## config.mk

```make
export PLATFORM = sky130hd
export DESIGN_NAME = ioctl_loader
export DESIGN_NICKNAME = d
export VERILOG_FILES = /design/src/rtl/ioctl_loader.sv
export SDC_FILE = /design/constraint.sdc
export NUM_CORES = 1
export LEC_CHECK = 0
export BUFFER_PORTS_ARGS = -buffer_cell sky130_fd_sc_hd__buf_2
export CORE_MARGIN = 4
export CORE_UTILIZATION = 30
export DETAILED_ROUTE_END_ITERATION = 7
export SLEW_MARGIN = 20
export SYNTH_ARGS = -nofsm -noshare
export SYNTH_HDL_FRONTEND = slang
export SYNTH_SLANG_ARGS = --single-unit
export TNS_END_PERCENT = 20
```

## constraint.sdc

```tcl
create_clock -name clk_sys -period 8.85 [get_ports clk_sys]
set_clock_uncertainty 0.05 [all_clocks]
set_input_delay 1.77 -clock clk_sys [delete_from_list [all_inputs] [get_ports clk_sys]]
set_output_delay 1.77 -clock clk_sys [all_outputs]
set_load 0.005 [all_outputs]
```

## src/rtl/ioctl_loader.sv

```systemverilog
// ioctl_loader: hps_io download manager routing target writes, DIP/mod capture, completion tracking and core reset.
// Optional LOADER_CHECKSUM_EN adds csum/csum_idx outputs with a per-download byte sum.
module ioctl_loader #(
  parameter int ADDR_W = 25,
  parameter int NUM_DIP = 8,
  parameter int DIP_INDEX = 254,
  parameter int MOD_INDEX = 1,
  parameter logic [7:0] REQ_MASK = 8'h05,
  parameter int HOLD_CYC = 16
) (
  input  logic                 clk_sys,
  input  logic                 reset_n,
  input  logic                 ioctl_download,
  input  logic                 ioctl_wr,
  input  logic [ADDR_W-1:0]    ioctl_addr,
  input  logic [7:0]           ioctl_dout,
  input  logic [7:0]           ioctl_index,
  output logic                 ioctl_wait,
  output logic                 tgt_wr,
  output logic [7:0]           tgt_sel,
  output logic [ADDR_W-1:0]    tgt_addr,
  output logic [7:0]           tgt_data,
  input  logic                 tgt_busy,
  output logic [NUM_DIP*8-1:0] dip_bank,
  output logic [7:0]           mod,
  output logic [7:0]           done_mask,
  output logic                 core_reset,
  output logic                 rom_download
`ifdef LOADER_CHECKSUM_EN
  ,
  output logic [15:0]          csum,
  output logic [7:0]           csum_idx
`endif
);
  localparam int CW = $clog2(HOLD_CYC + 1);
  typedef enum logic [1:0] {IDLE, ISSUE, WAIT} state_t;
  state_t r_state, w_next;
  logic [1:0] r_rst_sync;
  logic w_rst_n, w_dip_wr, w_mod_wr, w_tgt_cls, w_tgt_acc, w_mark, w_fall, w_hold;
  logic r_dl_d;
  logic [7:0] r_written, w_set;
  logic [7:0] r_dip [NUM_DIP];
  logic [CW-1:0] r_cnt;
  // Reset asserts asynchronously but releases two clocks after reset_n rises.
  always_ff @(posedge clk_sys or negedge reset_n)
    if (!reset_n) r_rst_sync <= '0;
    else r_rst_sync <= {r_rst_sync[0], 1'b1};
  assign w_rst_n = r_rst_sync[1];
  assign w_dip_wr = w_rst_n && ioctl_wr && ioctl_index == 8'(DIP_INDEX);
  assign w_mod_wr = w_rst_n && ioctl_wr && ioctl_index == 8'(MOD_INDEX) && !w_dip_wr;
  assign w_tgt_cls = w_rst_n && ioctl_wr && ioctl_index < 8'd8 && !w_dip_wr && !w_mod_wr;
  assign w_tgt_acc = w_tgt_cls && r_state == IDLE;
  assign w_mark = w_tgt_acc || (w_mod_wr && ioctl_index < 8'd8);
  assign w_set = w_mark ? 8'(1) << ioctl_index[2:0] : 8'd0;
  assign w_fall = r_dl_d && !ioctl_download;
  always_ff @(posedge clk_sys or negedge w_rst_n)
    if (!w_rst_n) r_state <= IDLE;
    else r_state <= w_next;
  always_comb begin
    w_next = r_state == IDLE ? (w_tgt_acc ? ISSUE : IDLE) : r_state == ISSUE ? WAIT : (tgt_busy ? WAIT : IDLE);
    ioctl_wait = r_state == IDLE ? w_tgt_acc : r_state == ISSUE ? 1'b1 : tgt_busy;
  end
  assign tgt_wr = r_state == ISSUE;
  always_ff @(posedge clk_sys or negedge w_rst_n)
    if (!w_rst_n) begin
      tgt_sel <= '0;
      tgt_addr <= '0;
      tgt_data <= '0;
    end else if (w_tgt_acc) begin
      tgt_sel <= 8'(1) << ioctl_index[2:0];
      tgt_addr <= ioctl_addr;
      tgt_data <= ioctl_dout;
    end
  always_ff @(posedge clk_sys or negedge w_rst_n)
    if (!w_rst_n) begin
      for (int k = 0; k < NUM_DIP; k++) r_dip[k] <= '0;
      mod <= '0;
    end else begin
      for (int k = 0; k < NUM_DIP; k++)
        if (w_dip_wr && ioctl_addr == ADDR_W'(k)) r_dip[k] <= ioctl_dout;
      if (w_mod_wr) mod <= ioctl_dout;
    end
  for (genvar k = 0; k < NUM_DIP; k++) begin : g_dip
    assign dip_bank[8*k +: 8] = r_dip[k];
  end
  // Written flags only reach done_mask when the download closes, so empty downloads never mark done.
  always_ff @(posedge clk_sys or negedge w_rst_n)
    if (!w_rst_n) begin
      r_dl_d <= 1'b0;
      r_written <= '0;
      done_mask <= '0;
    end else begin
      r_dl_d <= ioctl_download;
      r_written <= w_fall ? w_set : r_written | w_set;
      if (w_fall) done_mask <= done_mask | r_written;
    end
  assign w_hold = (done_mask & REQ_MASK) != REQ_MASK ||
                  (ioctl_download && ioctl_index < 8'd8 && REQ_MASK[ioctl_index[2:0]]);
  always_ff @(posedge clk_sys or negedge w_rst_n)
    if (!w_rst_n) r_cnt <= CW'(HOLD_CYC);
    else r_cnt <= w_hold ? CW'(HOLD_CYC) : (r_cnt != '0 ? r_cnt - 1'b1 : r_cnt);
  assign core_reset = w_hold || r_cnt != '0;
  assign rom_download = w_rst_n && ioctl_download && ioctl_index == 8'd0;
`ifdef LOADER_CHECKSUM_EN
  logic [15:0] r_sum;
  logic [7:0] r_idx;
  always_ff @(posedge clk_sys or negedge w_rst_n)
    if (!w_rst_n) begin
      r_sum <= '0;
      r_idx <= '0;
      csum <= '0;
      csum_idx <= '0;
    end else begin
      r_idx <= ioctl_download ? ioctl_index : r_idx;
      r_sum <= (w_fall ? 16'd0 : r_sum) + (w_tgt_acc ? 16'(ioctl_dout) : 16'd0);
      if (w_fall) begin
        csum <= r_sum;
        csum_idx <= r_idx;
      end
    end
`endif
endmodule

```

* Yosys cells after proc, flatten, opt, wreduce, memory -nomap -nowiden
Memory sizes are Yosys's and may differ from the RTL's. Cells that the tools add are included.
Word-level totals: input bits 46, memories 1, word-level logic and storage cells 80, bits in registers 139, memory bits (read-only) 8
Cells by class: eq/ne operators 11, mux-type cells 11, add/sub/neg operators 1, bitwise operators 2, shift operators 1, reduce and logical (&&, ||, !) cells 33, $lt $le $gt $ge 2
Memory list:
- (name not given) | words 8, bits a word 1, read ports 1, clocked after memory_dff 0, wr ports 0, line 98 | (ioctl_download && ioctl_index < 8'd8 && REQ_MASK[ioctl_index[2:0]]);
Operators by type and width (count):
- equality test 25 x 3 -> 1 bit (second input constant) | 4
- equality test 25 x 2 -> 1 bit (second input constant) | 2
- equality test 25 x 1 -> 1 bit (second input constant) | 1
- zero test 25 bit | 1
- logical AND 1 bit | 22
- two-way mux 8 bit | 2
- OR 8 bit | 2
- two-way mux 5 bit | 2
- equality test 8 x 1 -> 1 bit (second input constant) | 1
- equality test 8 bit (second input constant) | 1
- zero test 8 bit | 1
- < comparator 8 x 4 -> 1 bit (second input constant) | 1
- << shifter 1 x 3 -> 8 bit (first input constant) | 1
- two-way mux 2 bit | 3
- nonzero test 5 bit | 1
- subtractor 5 x 1 -> 5 bit (second input constant) | 1
- < comparator 3 x 4 -> 1 bit (second input constant) | 1
- two-way mux 1 bit | 4
- zero test 1 bit | 3
- logical OR 1 bit | 3
- equality test 2 x 1 -> 1 bit (second input constant) | 1
- zero test 2 bit | 1
- != test 2 bit (second input constant) | 1
- nonzero test 2 bit | 1

* Depth between registers and ports, before layout
Gate-level depths: netlist (run 1).
depth after elaboration 11, depth in mapped cells 7

* Worst setup path before layout (run 1)
No wires, ideal clock.
path type register to output, start reg r_rst_sync[1], end out ioctl_wait, path buffers 3, arrival 4881 ps, cell stages (with the launch flop) 7, slack 2149 ps, path through dfrtp_1 and4b_1 clkbuf_1 o311a_1 clkbuf_1 clkbuf_1 or2_2
On the way: longest elaborated chain between the ends 8, elaborated cells on any way between the ends 11, classes of those cells 1 x mux; 10 x reduce/logical
Ends and longest elaborated chain:
- start: declaration | line 38 | logic [1:0] r_rst_sync;
- start signal: assignment | line 47 | else r_rst_sync <= {r_rst_sync[0], 1'b1};
- logical AND 1 bit * | line 49, 50, 51
- logical AND 1 bit | line 49 | assign w_dip_wr = w_rst_n && ioctl_wr && ioctl_index == 8'(DIP_INDEX);
- zero test 1 bit | line 50, 51
- logical AND 1 bit | line 50 | assign w_mod_wr = w_rst_n && ioctl_wr && ioctl_index == 8'(MOD_INDEX) && !w_dip_wr;
- zero test 1 bit | line 51 | assign w_tgt_cls = w_rst_n && ioctl_wr && ioctl_index < 8'd8 && !w_dip_wr && !w_mod_wr;
- logical AND 1 bit * | line 51
- logical AND 1 bit * | line 52 | assign w_tgt_acc = w_tgt_cls && r_state == IDLE;
- two-way mux 1 bit * | line 61 | ioctl_wait = r_state == IDLE ? w_tgt_acc : r_state == ISSUE ? 1'b1 : tgt_busy;
- end: declaration | line 18 | output logic ioctl_wait,
Mark *: on every way between the ends. The rest lies on a longest branch, timed or not.

* Final worst setup path (run 1)
start in ioctl_index[6], end out ioctl_wait
On the way: longest elaborated chain between the ends 8, elaborated cells on any way between the ends 13, classes of those cells 1 x order compare; 2 x eq/ne; 1 x mux; 9 x reduce/logical
Ends and longest elaborated chain:
- start: declaration | line 17 | input logic [7:0] ioctl_index,
- parallel branches: the longest is 5 deep, another holds < comparator 8 x 4 -> 1 bit
- logical AND 1 bit * | line 51
- logical AND 1 bit * | line 52
- two-way mux 1 bit * | line 61
Every way passes the cells marked *.

==> metrics.txt, run 1 <==
Syn Area/Cell roughly 15 um^2; Leakage 4.050 nW; Worst-Skew Late Latency 0.41 ns; # Post-CTS Setup Buffers 0; maximum fanout along the worst path 45; clock share of power 49.4%; Core Area 0.01802 mm^2; R2R Setup Slk 5.62 ns; I/O Buffers 170; RR Startpoint r_rst_sync[1]$_DFF_PN0_; CP bufs+invs 2; Setup crit start kind input port; CTS Hold Bufs 0; first-pass GRT wire length 22180 um; Switching Share 22.31%; CTS Buffer Depth 2; Hold Fails Final Rpt 0; worst min path class reg -> reg; FF-to-FF path depth 4; setup TNS 0 ns; unrepaired setup endpoints after global routing false; vias in the first global route 3864; Post-Synthesis Net Count 426; Antenna Nets Post-Route 0; Layout Nets 594; count leader, synth dfrtp_1; CTS tree built; drt total wl between 10000 and 15000 um; #FFs+latches synth 139; Max Cap Violations 0; CTS Root Cell clkbuf_16; Worst path top cell family by delay simple AND/OR/NAND/NOR gates; gr ovfl total 0; Total GRT Usage 14.25%; Cells after DPL 756; initial antenna violation count 0; DIE AREA about 0.021 mm^2; cell mode on critical path buf_2; Post-synth top cells dfrtp_1 (138), mux2_2 (98), buf_1 (11), nand2_1 (11); Routed wire per std cell approximately 18 um; P_int 1.191 mW; Num CTS Buffers 17; Post-synth top flop dfrtp_1; Final Non-Filler Cells just under 800; final period utilization 64.36%; relative slew slack between 20 and 30%; crit path kind in -> out; Async S/R FF share, synth 100.0%; Tmin final 5.696 ns; Seq/Total Area, Yosys 63.08%; first drt pass iteration count 4; multi-input logic area 0.001908 mm^2; CP peak stage delay a little over 0.9 ns; clk sink count 139; Yosys cell types 44; via count 3703; Required @ worst endpoint 7.03 ns; maximum vdd ir drop 0.1234 mV; Seq pwr share 44.6%; Mapped Area 0.005517 mm^2; status completed; CTS HTree Levels 4; crit path DAT 3.88 ns; Synthesis Warnings 0; die height 143.6 um; initial drt markers 151; I/O pins 171; CP max stage cell o311a_2; Initial Util 30.61%; DP HPWL about 10000 um; PostCTS Resize Cnt 0; largest cells by area after synthesis dfrtp_1 (63%), mux2_2 (20%), mux2_4 (2.2%), a21o_1 (1.4%), nor4_4 (1.2%); Cell Chain, Critical Path buf_2 -> nor4_1 -> and4b_1 -> o311a_2 -> or2_2 -> buf_2; top cell type's share of synthesized area between 60% and 70%; cell count after synthesis 378; crit end category primary output; Net Sw Power around 340 uW; # diodes 0; Final Max Tran Viols 0; Comb power frac 6.0%; Die W around 140 um; GP Congestion 0.7477; fmax between 150 and 200 MHz; Reg-to-Reg End dip_bank[55]$_DFFE_PN0P_; largest area contributor in the netlist dfrtp_1; Synth-to-Final Area Change 30.71%; WHS Endpoint r_rst_sync[1]$_DFF_PN0_; Post-synth EDFFs 0; Slew @ Worst Pin 1.054 ns; clk slew on worst S/H paths 0.06 ns; share of cells above drive strength 1 approximately 57%; Avg Vias per Cell 4.705; pwr dens 212.6 mW/mm^2; FILL cells around 1700; DRC viols 0; # rows 49; final setup vio count 0; register area 0.003483 mm^2; largest net degree at the start of global routing 73; Hold Path Depth 0; HP Start r_rst_sync[0]$_DFF_PN0_
-- layout make-up --
class | instances | share of cell area [%]
Clock inverter | 12 | 2.585
Sequential cell | 139 | 48.31
Timing Repair Buffer | 172 | 12.01
Inverter | 10 | 0.5206
Tap cell | 229 | 3.974
Multi-Input combinational cell | 206 | 26.46
Clock buffer | 19 | 6.143
-- power by group through the flow --
stage | combinational, mW | clock [mW] | sequential, mW
after global routing | 0.103 | 0.807 | 0.688
after global placement | 0.0918 | 0 | 0.694
final | 0.0921 | 0.757 | 0.683
after CTS | 0.0948 | 0.779 | 0.684
after detailed placement | 0.0949 | 0 | 0.695
after floorplan | 0.0340 | 0 | 0.699
-- sequential cells by signal (all words and copies together) (netlist names) --
name        count
r_cnt           5
tgt_addr       25
r_dl_d          1
mod             8
tgt_sel         8
r_state         2
tgt_data        8
dip_bank       64
done_mask       8
r_rst_sync      2
r_written       8
-- worst register-to-register path, cell delays in order, from the launching register on --
cell and delay [ns]:
dfrtp_4 1.00, nand4_1 0.40, or3_1 0.56, nor4_4 0.70
mux2_2 0.41
-- placed cells by master, fill, tap and decap left out, types with 3 or more instances in the layout --
cell,instances
mux2_2,98
nor3_1,4
mux2_4,8
nor4_4,3
o21ai_0,5
a21o_1,10
nand3_1,5
nor4_1,8
inv_6,5
nand2_1,11
nor2b_1,4
nand2b_1,4
buf_2,170
dfrtp_1,137
clkbuf_16,17
nand4_1,6
bufinv_16,4
nor2_1,9
inv_1,10
-- how the worst max path moves through the flow --
stage | startpoint | endpoint | slack [ns] | cells after the start
3_3_place_gp | ioctl_index[6] | ioctl_wait | 3.22 | 6
6_report | ioctl_index[6] | ioctl_wait | 3.15 | 6
4_1_cts | ioctl_index[6] | ioctl_wait | 3.13 | 6
5_1_grt | ioctl_index[6] | ioctl_wait | 2.93 | 6
3_5_place_dp | ioctl_index[6] | ioctl_wait | 3.12 | 6
2_1_floorplan | r_rst_sync[1]$_DFF_PN0_ | ioctl_wait | 2.15 | 6
-- layer usage --
metal / part of all wire (%) / GRT usage, % / up-vias
met5: 0 / 0 / -
met4: 0.88 / 4.063 / 0
met3: 4.9 / 4.326 / 11
met2: 52 / 23.87 / 103
met1: 42 / 17.92 / 1909
li1: - / - / 1680
-- through the flow --
| step | setup slack [ns] | total power [mW] | area (um^2) | utilization [%] | hold WS (ns) |
|---|---|---|---|---|---|
| floorplan | 2.149 | 0.7330 | 5517 | - | 0.2812 |
| global placement | 3.220 | 0.7855 | 6575 | 36.48 | 0.2860 |
| detailed placement | 3.116 | 0.7898 | 6575 | 36.48 | 0.2998 |
| CTS | 3.127 | 1.558 | 7204 | 39.97 | 0.3141 |
| global route | 2.929 | 1.598 | 7211 | 40.00 | 0.3287 |
| finish | 3.154 | 1.533 | 7211 | 40.00 | 0.3065 |
-- kinds of logic after synthesis --
family                     share of synthesized area, %
xor gates and xnor gates                         0.4764
other                                           0.06798
and+or+nand+nor                                   8.006
AOI/OAI and AO/OA                                 3.085
adders and majority gates                        0.4535
muxes                                             22.36
buffers and inverters                             2.472
DFF                                               63.08
Power figures use the tool's default switching activity.
==> run 2: changes to the inputs <==
--- a/config.mk
+++ b/config.mk
@@ -5,6 +5,7 @@
 export SDC_FILE = /design/constraint.sdc
 export NUM_CORES = 1
 export LEC_CHECK = 0
+export ABC_AREA = 1
 export BUFFER_PORTS_ARGS = -buffer_cell sky130_fd_sc_hd__buf_2
 export CORE_MARGIN = 4
 export CORE_UTILIZATION = 30
==> constraint.sdc (replaced) <==
create_clock -name clk_sys -period 4.9 [get_ports clk_sys]
set_clock_uncertainty 0.05 [all_clocks]
set_input_delay 0.98 -clock clk_sys [delete_from_list [all_inputs] [get_ports clk_sys]]
set_output_delay 0.98 -clock clk_sys [all_outputs]
set_load 0.005 [all_outputs]
==> run 2 against run 1 <==
  * Total power increased by 79%
  * Synthesized area increased by 5.3%
  * Clock power increased by 76%
  * First-iteration DRC count increased by 110%
  * Sequential power increased by 80%
  * Via count increased by 33%
==> metrics.txt, run 2 <==
met1 usage 21.93%; CTS Hold Bufs 0; via count 4913; Synth-to-Final Area Change 29.50%; crit path DAT 1.88 ns; worst min path class reg -> async; fmax 343.4 MHz; Async S/R FF share, synth 100.0%; DIE AREA 0.02166 mm^2; Total GRT Usage 15.90%; CTS Root Cell clkbuf_16; I/O pins 171; #FFs+latches synth 139; Hold Fails Final Rpt 0; die height roughly 150 um; cell area after layout 0.007525 mm^2; CP peak stage delay 0.23 ns; DP HPWL 11750 um; pre-CTS setup slack 1.997 ns; Max Cap Violations 0; Seq/Total Area, Yosys 59.88%; Setup crit start kind input port; vias in the first global route 5006; Post-Synthesis Net Count a little over 700; Post-synth EDFFs 0; Leakage ~4.3 nW; cell count after synthesis between 600 and 700; Yosys cell types 27; Avg Vias per Cell approximately 4.4; PostCTS Resize Cnt 0; final setup vio count 0; largest net degree at the start of global routing 61; count leader, synth nand2_1; Min Hold Slack 0.2047 ns; Post-synth top flop dfrtp_1; commonest non-fill, non-tap cells in the layout nand2_1 (269), buf_2 (170), dfrtp_1 (137); share of cells above drive strength 1 27.50%; met2 Usage GRT 24.65%; CP max stage cell nor2_1; Worst-Skew Late Latency 0.41 ns; Tmin final between 2 and 3 ns; largest cells by area after synthesis dfrtp_1 (59%), nand2_1 (17%), nand3_1 (5.8%), o21ai_0 (3.1%), nor2_1 (2.8%); gr ovfl total 0; Final Non-Filler Cells 1111; I/O Buffers 170; met3 usage 4.596%; Cell Chain, Critical Path buf_2 -> nor2_1 -> inv_1 -> nor2_1 -> nand2_1 -> nor2_1 -> buf_2; # rows 50; final period utilization 59.43%; GR peak layer met2; DRC viols 0; Syn Area/Cell ~8.7 um^2; initial antenna violation count 2; Core Area approximately 0.019 mm^2; first drt pass iteration count 4; status completed; CTS Buffer Depth 2; clk sink count between 100 and 150; largest area contributor in the netlist dfrtp_1; Synthesis Warnings 0; worst setup margin 1.988 ns; Mapped Area 0.005811 mm^2; maximum vdd ir drop around 0.21 mV; # diodes 0; Cells after DPL ~1100; Die W approximately 150 um; commonest non-fill, non-tap cell in the layout nand2_1; maximum fanout along the worst path 6; first-pass GRT wire length 27200 um; CTS HTree Levels 4; Placement Cell Area 0.006915 mm^2; crit end category primary output; top cell type's share of synthesized area 59.43%; setup TNS 0 ns; pwr dens 364.5 mW/mm^2; # Post-CTS Setup Buffers 0; Num CTS Buffers 17; initial drt markers 312; Layout Nets 886; FF-to-FF path depth 7; clk slew on worst S/H paths 0.06 ns; crit path kind in -> out; R2R Setup Slk between 2 and 3 ns; relative slew slack approximately 48%; Antenna Nets Post-Route 0; max reg flops 64; CTS tree built; unrepaired setup endpoints after global routing false; Post-synth top cells nand2_1 (270), dfrtp_1 (138), nand3_1 (67); drt total wl 16700 um; cell mode on critical path nor2_1; Routed wire per std cell 15.03 um; Required @ worst endpoint between 3 and 4 ns; Final Max Tran Viols 0; Slew @ Worst Pin around 0.8 ns; GP Congestion 0.7904; Initial Util 30.75%
run 2: cell types whose count changed in the layout (fill, tap and decap cells not counted), moves of 27 or more:
cell	before	now
nor2_1	9	44
o21ai_0	5	36
mux2_2	98	0
nand2_1	11	269
nand3_1	5	67
inv_1	10	37
run 2: cell families after synthesis:
family	count (synthesis)	synth area share [%]
xor gates and xnor gates	3	0.4523
DFF	139	59.88
buffers and inverters	64	4.565
other	1	0.06454
and+or+nand+nor	410	30.00
adders and majority gates	2	0.4306
AOI/OAI and AO/OA	49	4.608
run 2: final timing paths:
path,to,startpoint
hold reg to reg,r_written[6]$_DFF_PN0_,r_rst_sync[1]$_DFF_PN0_
hold / removal,r_written[6]$_DFF_PN0_,r_rst_sync[1]$_DFF_PN0_
setup / recovery,rom_download,ioctl_index[2]
setup reg to reg,r_written[0]$_DFF_PN0_,r_rst_sync[1]$_DFF_PN0_
min in group clk_sys,r_rst_sync[1]$_DFF_PN0_,r_rst_sync[0]$_DFF_PN0_
max in group asynchronous,dip_bank[29]$_DFFE_PN0P_,r_rst_sync[1]$_DFF_PN0_
run 2: report_power, final:
part           switching (mW)  total (mW)  internal (mW)
logic                   0.112       0.184         0.0725
clock network           0.515        1.33          0.818
registers              0.0305        1.23           1.19
total                   0.658        2.74           2.09
run 2: worst max-delay path, delay by kind of cell:
kind                   cells  cell delay [ns]
AND/OR/NAND/NOR            4             0.54
buffers and inverters      3             0.35
run 2: metal layers:
layer  vias up  routed length [um]  share of wire [%]
met5         -                  17               0.10
met4         4                 193                1.2
met3        17                 849                5.1
met2       116                7609                 46
met1      2346                8033                 48
li1       2430                   -                  -
run 2: metrics by stage:
step	power (mW)	util, %
2_1_floorplan	1.329	-
3_3_place_gp	1.434	36.60
3_5_place_dp	1.436	36.60
4_1_cts	2.780	39.83
5_1_grt	2.855	39.83
6_report	2.743	39.83
run 2: layout make-up:
| type | instances | area [um^2] |
|---|---|---|
| Multi-Input combinational cell | 465 | 2068 |
| Fill cell | 1965 | 11370 |
| Inverter | 40 | 150.1 |
| Timing Repair Buffer | 175 | 888.4 |
| Clock buffer | 19 | 442.9 |
| Tap cell | 260 | 325.3 |
| Clock inverter | 13 | 166.4 |
| Sequential cell | 139 | 3483 |
